### config.mk
export PLATFORM = sky130hd
export DESIGN_NAME = mem_rd_sched
export DESIGN_NICKNAME = d
export VERILOG_FILES = /design/src/rtl/mem_rd_sched.sv
export SDC_FILE = /design/constraint.sdc
export NUM_CORES = 1
export LEC_CHECK = 0
export ABC_AREA = 1
export CAP_MARGIN = 40
export CORE_ASPECT_RATIO = 1.25
export CORE_UTILIZATION = 53
export CTS_CLUSTER_DIAMETER = 120
export CTS_CLUSTER_SIZE = 14
export DETAILED_ROUTE_END_ITERATION = 8
export GPL_TIMING_DRIVEN = 0
export PLACE_DENSITY = 0.77
export SETUP_SLACK_MARGIN = 0.1
export SYNTH_ARGS = -nofsm -noshare
export SYNTH_HDL_FRONTEND = slang
export SYNTH_SLANG_ARGS = --single-unit
### constraint.sdc
create_clock -name clk -period 3.72 [get_ports clk]
set_clock_uncertainty 0.15 [all_clocks]
set_input_delay 0.372 -clock clk [delete_from_list [all_inputs] [get_ports clk]]
set_output_delay 0.372 -clock clk [all_outputs]
set_load 0.02 [all_outputs]
### src/rtl/mem_rd_sched.sv
// Read-request scheduler: rotates tagged reads across memory read ports and returns
// captured data in order through a credit-protected response FIFO.
module mem_rd_sched #(
  parameter int unsigned NUMRPRT = 4,
  parameter int unsigned BITADDR = 6,
  parameter int unsigned WIDTH   = 24,
  parameter int unsigned RDLAT   = 0,
  parameter int unsigned BITTAG  = 4,
  parameter int unsigned FIFODEP = 8
) (
  input  logic                      clk,
  input  logic                      rst,
  input  logic                      req_vld,
  output logic                      req_rdy,
  input  logic [BITADDR-1:0]        req_adr,
  input  logic [BITTAG-1:0]         req_tag,
  output logic [NUMRPRT-1:0]        read,
  output logic [BITADDR-1:0]        rd_adr [0:NUMRPRT-1],
  input  logic [WIDTH-1:0]          rd_dout [0:NUMRPRT-1],
  output logic                      rsp_vld,
  input  logic                      rsp_rdy,
  output logic [WIDTH-1:0]          rsp_data,
  output logic [BITTAG-1:0]         rsp_tag,
  output logic [$clog2(FIFODEP):0]  occ
);

  localparam int unsigned AW = $clog2(FIFODEP);
  localparam int unsigned OW = AW + 1;
  localparam int unsigned PW = (NUMRPRT > 1) ? $clog2(NUMRPRT) : 1;
  localparam int unsigned EW = WIDTH + BITTAG;
  localparam bit RDLAT_OK = (RDLAT <= 1);

  logic [PW-1:0]      pptr;
  logic [BITADDR-1:0] adr_q [0:NUMRPRT-1];
  logic [OW-1:0]      wptr;
  logic [OW-1:0]      rptr;
  logic [EW-1:0]      fifo [0:FIFODEP-1];
  logic               accept;
  logic               pop;
  logic               push;
  logic               full;
  logic [EW-1:0]      push_ent;

  // Credit comes only from the registered outstanding count.
  assign req_rdy = rst & (occ < OW'(FIFODEP));
  assign accept  = req_vld & req_rdy;
  assign pop     = rsp_vld & rsp_rdy;
  assign rsp_vld = (wptr != rptr);
  assign full    = (wptr[AW] != rptr[AW]) && (wptr[AW-1:0] == rptr[AW-1:0]);
  assign {rsp_tag, rsp_data} = fifo[rptr[AW-1:0]];

  // Issue strobe goes straight to the selected port; idle ports show their last address.
  always_comb begin
    read = '0;
    for (int unsigned p = 0; p < NUMRPRT; p++) begin
      rd_adr[p] = adr_q[p];
      if (accept && (pptr == PW'(p))) begin
        read[p]   = 1'b1;
        rd_adr[p] = req_adr;
      end
    end
  end

  always_ff @(posedge clk or negedge rst) begin
    if (!rst) begin
      pptr <= '0;
      for (int unsigned p = 0; p < NUMRPRT; p++) adr_q[p] <= '0;
    end else if (accept) begin
      adr_q[pptr] <= req_adr;
      pptr        <= (pptr == PW'(NUMRPRT - 1)) ? '0 : pptr + PW'(1);
    end
  end

  always_ff @(posedge clk or negedge rst) begin
    if (!rst) occ <= '0;
    else      occ <= occ + OW'(accept) - OW'(pop);
  end

  if (RDLAT == 0) begin : g_lat0
    assign push     = accept;
    assign push_ent = {req_tag, rd_dout[pptr]};
  end else begin : g_lat1
    logic              pv;
    logic [PW-1:0]     pport;
    logic [BITTAG-1:0] ptag;

    always_ff @(posedge clk or negedge rst) begin
      if (!rst) begin
        pv    <= 1'b0;
        pport <= '0;
        ptag  <= '0;
      end else begin
        pv <= accept;
        if (accept) begin
          pport <= pptr;
          ptag  <= req_tag;
        end
      end
    end

    assign push     = pv;
    assign push_ent = {ptag, rd_dout[pport]};
  end

  always_ff @(posedge clk) begin
    if (push) fifo[wptr[AW-1:0]] <= push_ent;
  end

  always_ff @(posedge clk or negedge rst) begin
    if (!rst) begin
      wptr <= '0;
      rptr <= '0;
    end else begin
      wptr <= wptr + OW'(push);
      rptr <= rptr + OW'(pop);
    end
  end

  always @(posedge clk) begin
    if (rst) begin
      a_rdlat: assert (RDLAT_OK);
      a_occ:   assert (occ <= OW'(FIFODEP));
      a_push:  assert (!(push && full && !pop));
    end
  end

endmodule

# Word-level counts from Yosys, hierarchy flattened
# Memories as Yosys holds them, arrays and structs flattened.
# Index checks and enable logic that the tools add are counted.
[classes]
addsub = 5
muxes = 17
order_cmp = 3
eq_ne = 4
n_reduce_logical = 6
bitwise = 4
[op_table]
columns = ["op", "count"]
rows = [
  ["binary-select mux 24 bit (select 2 bit)", 1],
  ["two-way mux 24 bit", 2],
  ["two-way mux 6 bit", 5],
  ["bitwise mux 24 bit", 1],
  ["adder 4 x 1 -> 4 bit", 3],
  ["demux 6 bit (select 2 bit)", 1],
  ["two-way mux 1 bit", 6],
  ["logical AND 1 bit", 5],
  ["== test 2 bit, second input constant", 2],
  ["less-than comparator 4 bit, second input constant", 1],
  ["inequality test 4 bit", 1],
  ["subtractor 4 x 1 -> 4 bit", 1],
  ["AND 1 bit", 3],
  ["greater-or-equal comparator 3 bit, second input constant", 1],
  ["less-than comparator 3 x 1 -> 1 bit, second input constant", 1],
  ["inverter 2 -> 3 bit", 1],
  ["adder 2 x 1 -> 2 bit, second input constant", 1],
  ["== test 2 x 1 -> 1 bit, second input constant", 1],
  ["logical NOT 2 bit", 1],
  ["two-way mux 2 bit", 1],
]
[word_totals]
out_inout_bits = 62
mem_count = 1
ram_bits = 224
reg_bits = 38
[mem_list]
columns = ["name", "words", "width", "read_ports", "rd_clocked_by_memory_dff", "wr", "line", "rtl"]
rows = [
  ["fifo", 8, 28, 1, 0, 1, "37", "logic [EW-1:0] fifo [0:FIFODEP-1];"],
]

# Depth between registers and ports, before layout
[depth]
word_depth = 6
mapped_depth = 13
ltp_nobuf = 11

# Worst setup path after synthesis
# Ideal clock, no wire load.
[synth_path]
path_kind = "reg-to-reg"
from = "register occ[3]"
to = "memory fifo[1][0] in the netlist's numbering, enable pin"
stages_incl_launch_ff = 7
t_required_ns = 3.157
t_arrival_ns = 2.442
setup_ns = 0.413
synth_period_minus_slack_ns = 3.005
path_slack_ns = 0.715
path_buffers = 1
path_cell_list = "dfrtp_1 -> nor2_2 -> nand2_1 -> buf_6 -> inv_2 -> nand2_1 -> nor2_1"
[synth_via]
elab_chain_cells = 5
[synth_lines]
columns = ["element", "line", "rtl"]
rows = [
  ["start, declared", "24", "output logic [$clog2(FIFODEP):0] occ"],
  ["start signal, assigned", "76", "else occ <= occ + OW'(accept) - OW'(pop);"],
  ["less-than comparator 4 bit", "45", "assign req_rdy = rst & (occ < OW'(FIFODEP));"],
  ["AND 1 bit", "45", ""],
  ["net req_rdy", "14", "output logic req_rdy,"],
  ["AND 1 bit", "46", "assign accept = req_vld & req_rdy;"],
  ["net accept", "38", "logic accept;"],
  ["two-way mux 1 bit", "106", "if (push) fifo[wptr[AW-1:0]] <= push_ent;"],
  ["two-way mux 1 bit (not written as such)", "106", ""],
  ["end, declared", "37", ""],
]
# The timed path passes the listed nets, and every way through them passes these cells.

==> metrics.txt <==
status finished clean; pin count of the biggest net entering global routing 37; most common cell in the netlist nand2_1; Placer Congestion between 0.8 and 0.9; cts bufs inserted 22; GR Overflow Total 0; fmax 292 MHz; total track usage 29.2%; drt drc 0; die area 23600 um2; initial antenna violation count 1; Critical Path Sink Type output port; Worst Hold Class input pin to async pin; max cap viols 0; crit path max fanout 11; root buf cell clkbuf_16; drt via density roughly 5.3; dpl cells approximately 1800; static leakage between 6 and 7 nW; P&R area growth vs syn 24.9%; Core Region 22400 um2; nets 1629; Post-Syn Area around 12000 um2; Crit-path slowest cell clkdlybuf4s50_1; Synth cell types 22; Power, Total 12.3 mW; setup violators final 0; Worst-Margin Slew just under 0.9 ns; Finished Layout Cells between 1500 and 2000; crit share post-route 91.9%; starting density of the core 54.4%; final hold slack 0.0794 ns; Post-synth top flop edfxtp_1; DP Worst Slack 0.576 ns; crit path cell chain inv_1 -> clkbuf_4 -> ha_1 -> inv_1 -> nor2_2 -> nand2_1 -> nand2_1 -> clkdlybuf4s50_1; fin crit period 3.42 ns; number of synthesized flops with an enable pin 224; Pins Over Slew Limit 0; CP required approximately 3.2 ns; Post-synth top cells nand2_1 (434), inv_1 (242), edfxtp_1 (224); # IOs approximately 170; CTS max path bufs 3; CTS tree yes; WP data arrival 2.90 ns; Row Count 61; RSZ-0062 raised after global routing false; Vias 9624; PwrDens 812 nW/um2; ys async rst share between 10% and 20%; clk slew on worst S/H paths about 0.06 ns; CP Launch Type flop; cell accounting for the most synthesized area edfxtp_1; number of I/O port buffers 171; Worst R2R Setup Slack 1.08 ns; Iter 0 DRT Violations between 800 and 900; share of layout cells above drive strength 1 6.31%; syn_nets about 1400; Max-slew headroom 41.8%; post-route ant nets 0; slowest cell delay on critical path 0.62 ns; TritonCTS Sinks 262; Crit Path Class flop to output port; Synth area leaders edfxtp_1 (55%), nand2_1 (13%), dfrtp_1 (7.8%); setup bufs post-CTS 0; HPWL after detailed placement 23000 um; DRT Pass-1 Iters 5; Skew-Pair Late Insertion Delay 0.52 ns; final worst setup slack 0.301 ns; Mapped Cells ~1300; Worst VDD drop 0.517 mV; Util after Layout around two thirds; placed cell area 14500 um2; Final Cell Area 15200 um2; height of the chip between 150 and 200 um; #FFs+latches synth 262; Final Hold Fails 0; Yosys warnings 0; Avg Inst Size Synth 9.36 um2; routed wire length 34000 um; H-Tree Depth 1; top cell type's share of synthesized area 55.3%; fraction of the yosys area taken by sequential cells 63.1%; number of global-route vias before repair 9339; Die Wd 138 um; total negative slack 0 ns; first-pass GRT wire length ~50000 um; WL per Instance 18.8 um
## state kept, by name, indices dropped and copies added (netlist names)
name,cells
adr_q,24
wptr,4
occ,4
rptr,4
fifo,224
pptr,2
## worst max-delay path: cells and delay by family, from the launching register on
| kind | cells | cell delay [ns] |
|---|---|---|
| adder cells (fa/ha/maj) | 1 | 0.18 |
| flip-flops | 1 | 0.50 |
| buffers and inverters | 4 | 1.23 |
| AND/OR/NAND/NOR | 3 | 0.47 |
## placed cells by master (no fill, tap or decap), types with 6 or more instances in the layout
cell,synthesis,routed
nor2_1,58,50
edfxtp_1,224,224
nand3_1,116,116
ha_1,12,12
inv_1,242,241
clkbuf_16,0,23
o22ai_1,24,24
buf_2,27,26
xor2_1,6,6
clkbuf_1,14,29
buf_4,13,14
nor2_4,3,11
buf_16,0,6
o21ai_0,65,65
dfrtp_1,38,37
clkdlybuf4s50_1,0,170
o21ai_1,9,9
nand2_1,434,434
## routing by layer
layer | vias up | wire length [um] | GRT usage, %
met5 | - | 0 | 0
li1 | 4516 | - | -
met3 | 105 | 3520 | 5.75
met1 | 4481 | 12100 | 34.3
met2 | 522 | 16800 | 50.4
met4 | 0 | 1580 | 15.2
## worst paths after layout
| check | start | endpoint | depth (start not counted) |
|---|---|---|---|
| setup / recovery | pptr[0]$_DFFE_PN0P_ | rd_adr[10] | 8 |
| hold reg to reg | adr_q[22]$_DFFE_PN0P_ | adr_q[22]$_DFFE_PN0P_ | 2 |
| hold / removal | rst | adr_q[8]$_DFFE_PN0P_ | 2 |
| setup reg to reg | rptr[1]$_DFF_PN0_ | occ[2]$_DFF_PN0_ | 12 |
| min in group clk | adr_q[22]$_DFFE_PN0P_ | adr_q[22]$_DFFE_PN0P_ | 2 |
| max in group asynchronous | rst | pptr[1]$_DFFE_PN0P_ | 3 |
## cell type report
class                      instances  area [um2]
fill                            1653        7160
antenna                            1        2.50
timing repair buffer             181        1940
inverter                         245         920
tap                              283         354
buffer                            61         347
clock inverter                     1        30.0
clock buffer                      38         632
sequential                       262        7680
multi-input combinational        733        3300
## cell families (layout without fill, tap and decap cells)
family / count (synthesis) / count (layout) / synth area share (%)
AND/OR/NAND/NOR: 613 / 613 / 20.3
buffers and inverters: 306 / 526 / 10.4
flip-flops: 262 / 262 / 63.1
AO/OA/AOI/OAI: 100 / 100 / 4.36
adder cells (fa/ha/maj): 13 / 13 / 1.40
XOR/XNOR: 7 / 7 / 0.504
other: 0 / 1 / 0
## power breakdown
part	switching, mW	leakage (nW)	total [mW]	internal, mW
sequential	0.173	2.49	4.19	4.02
combinational	3.93	4.02	5.94	2.01
clock	0.996	0.315	2.22	1.22
## timing repair
item / 4_1_cts / 5_1_grt
endpoints found under the setup margin: 12 / 13
endpoints found under the hold margin: 38 / 0
hold buffers: 1 / 0
resized for setup: 1 / 3
No activity file was read; power rests on OpenSTA's default activity.
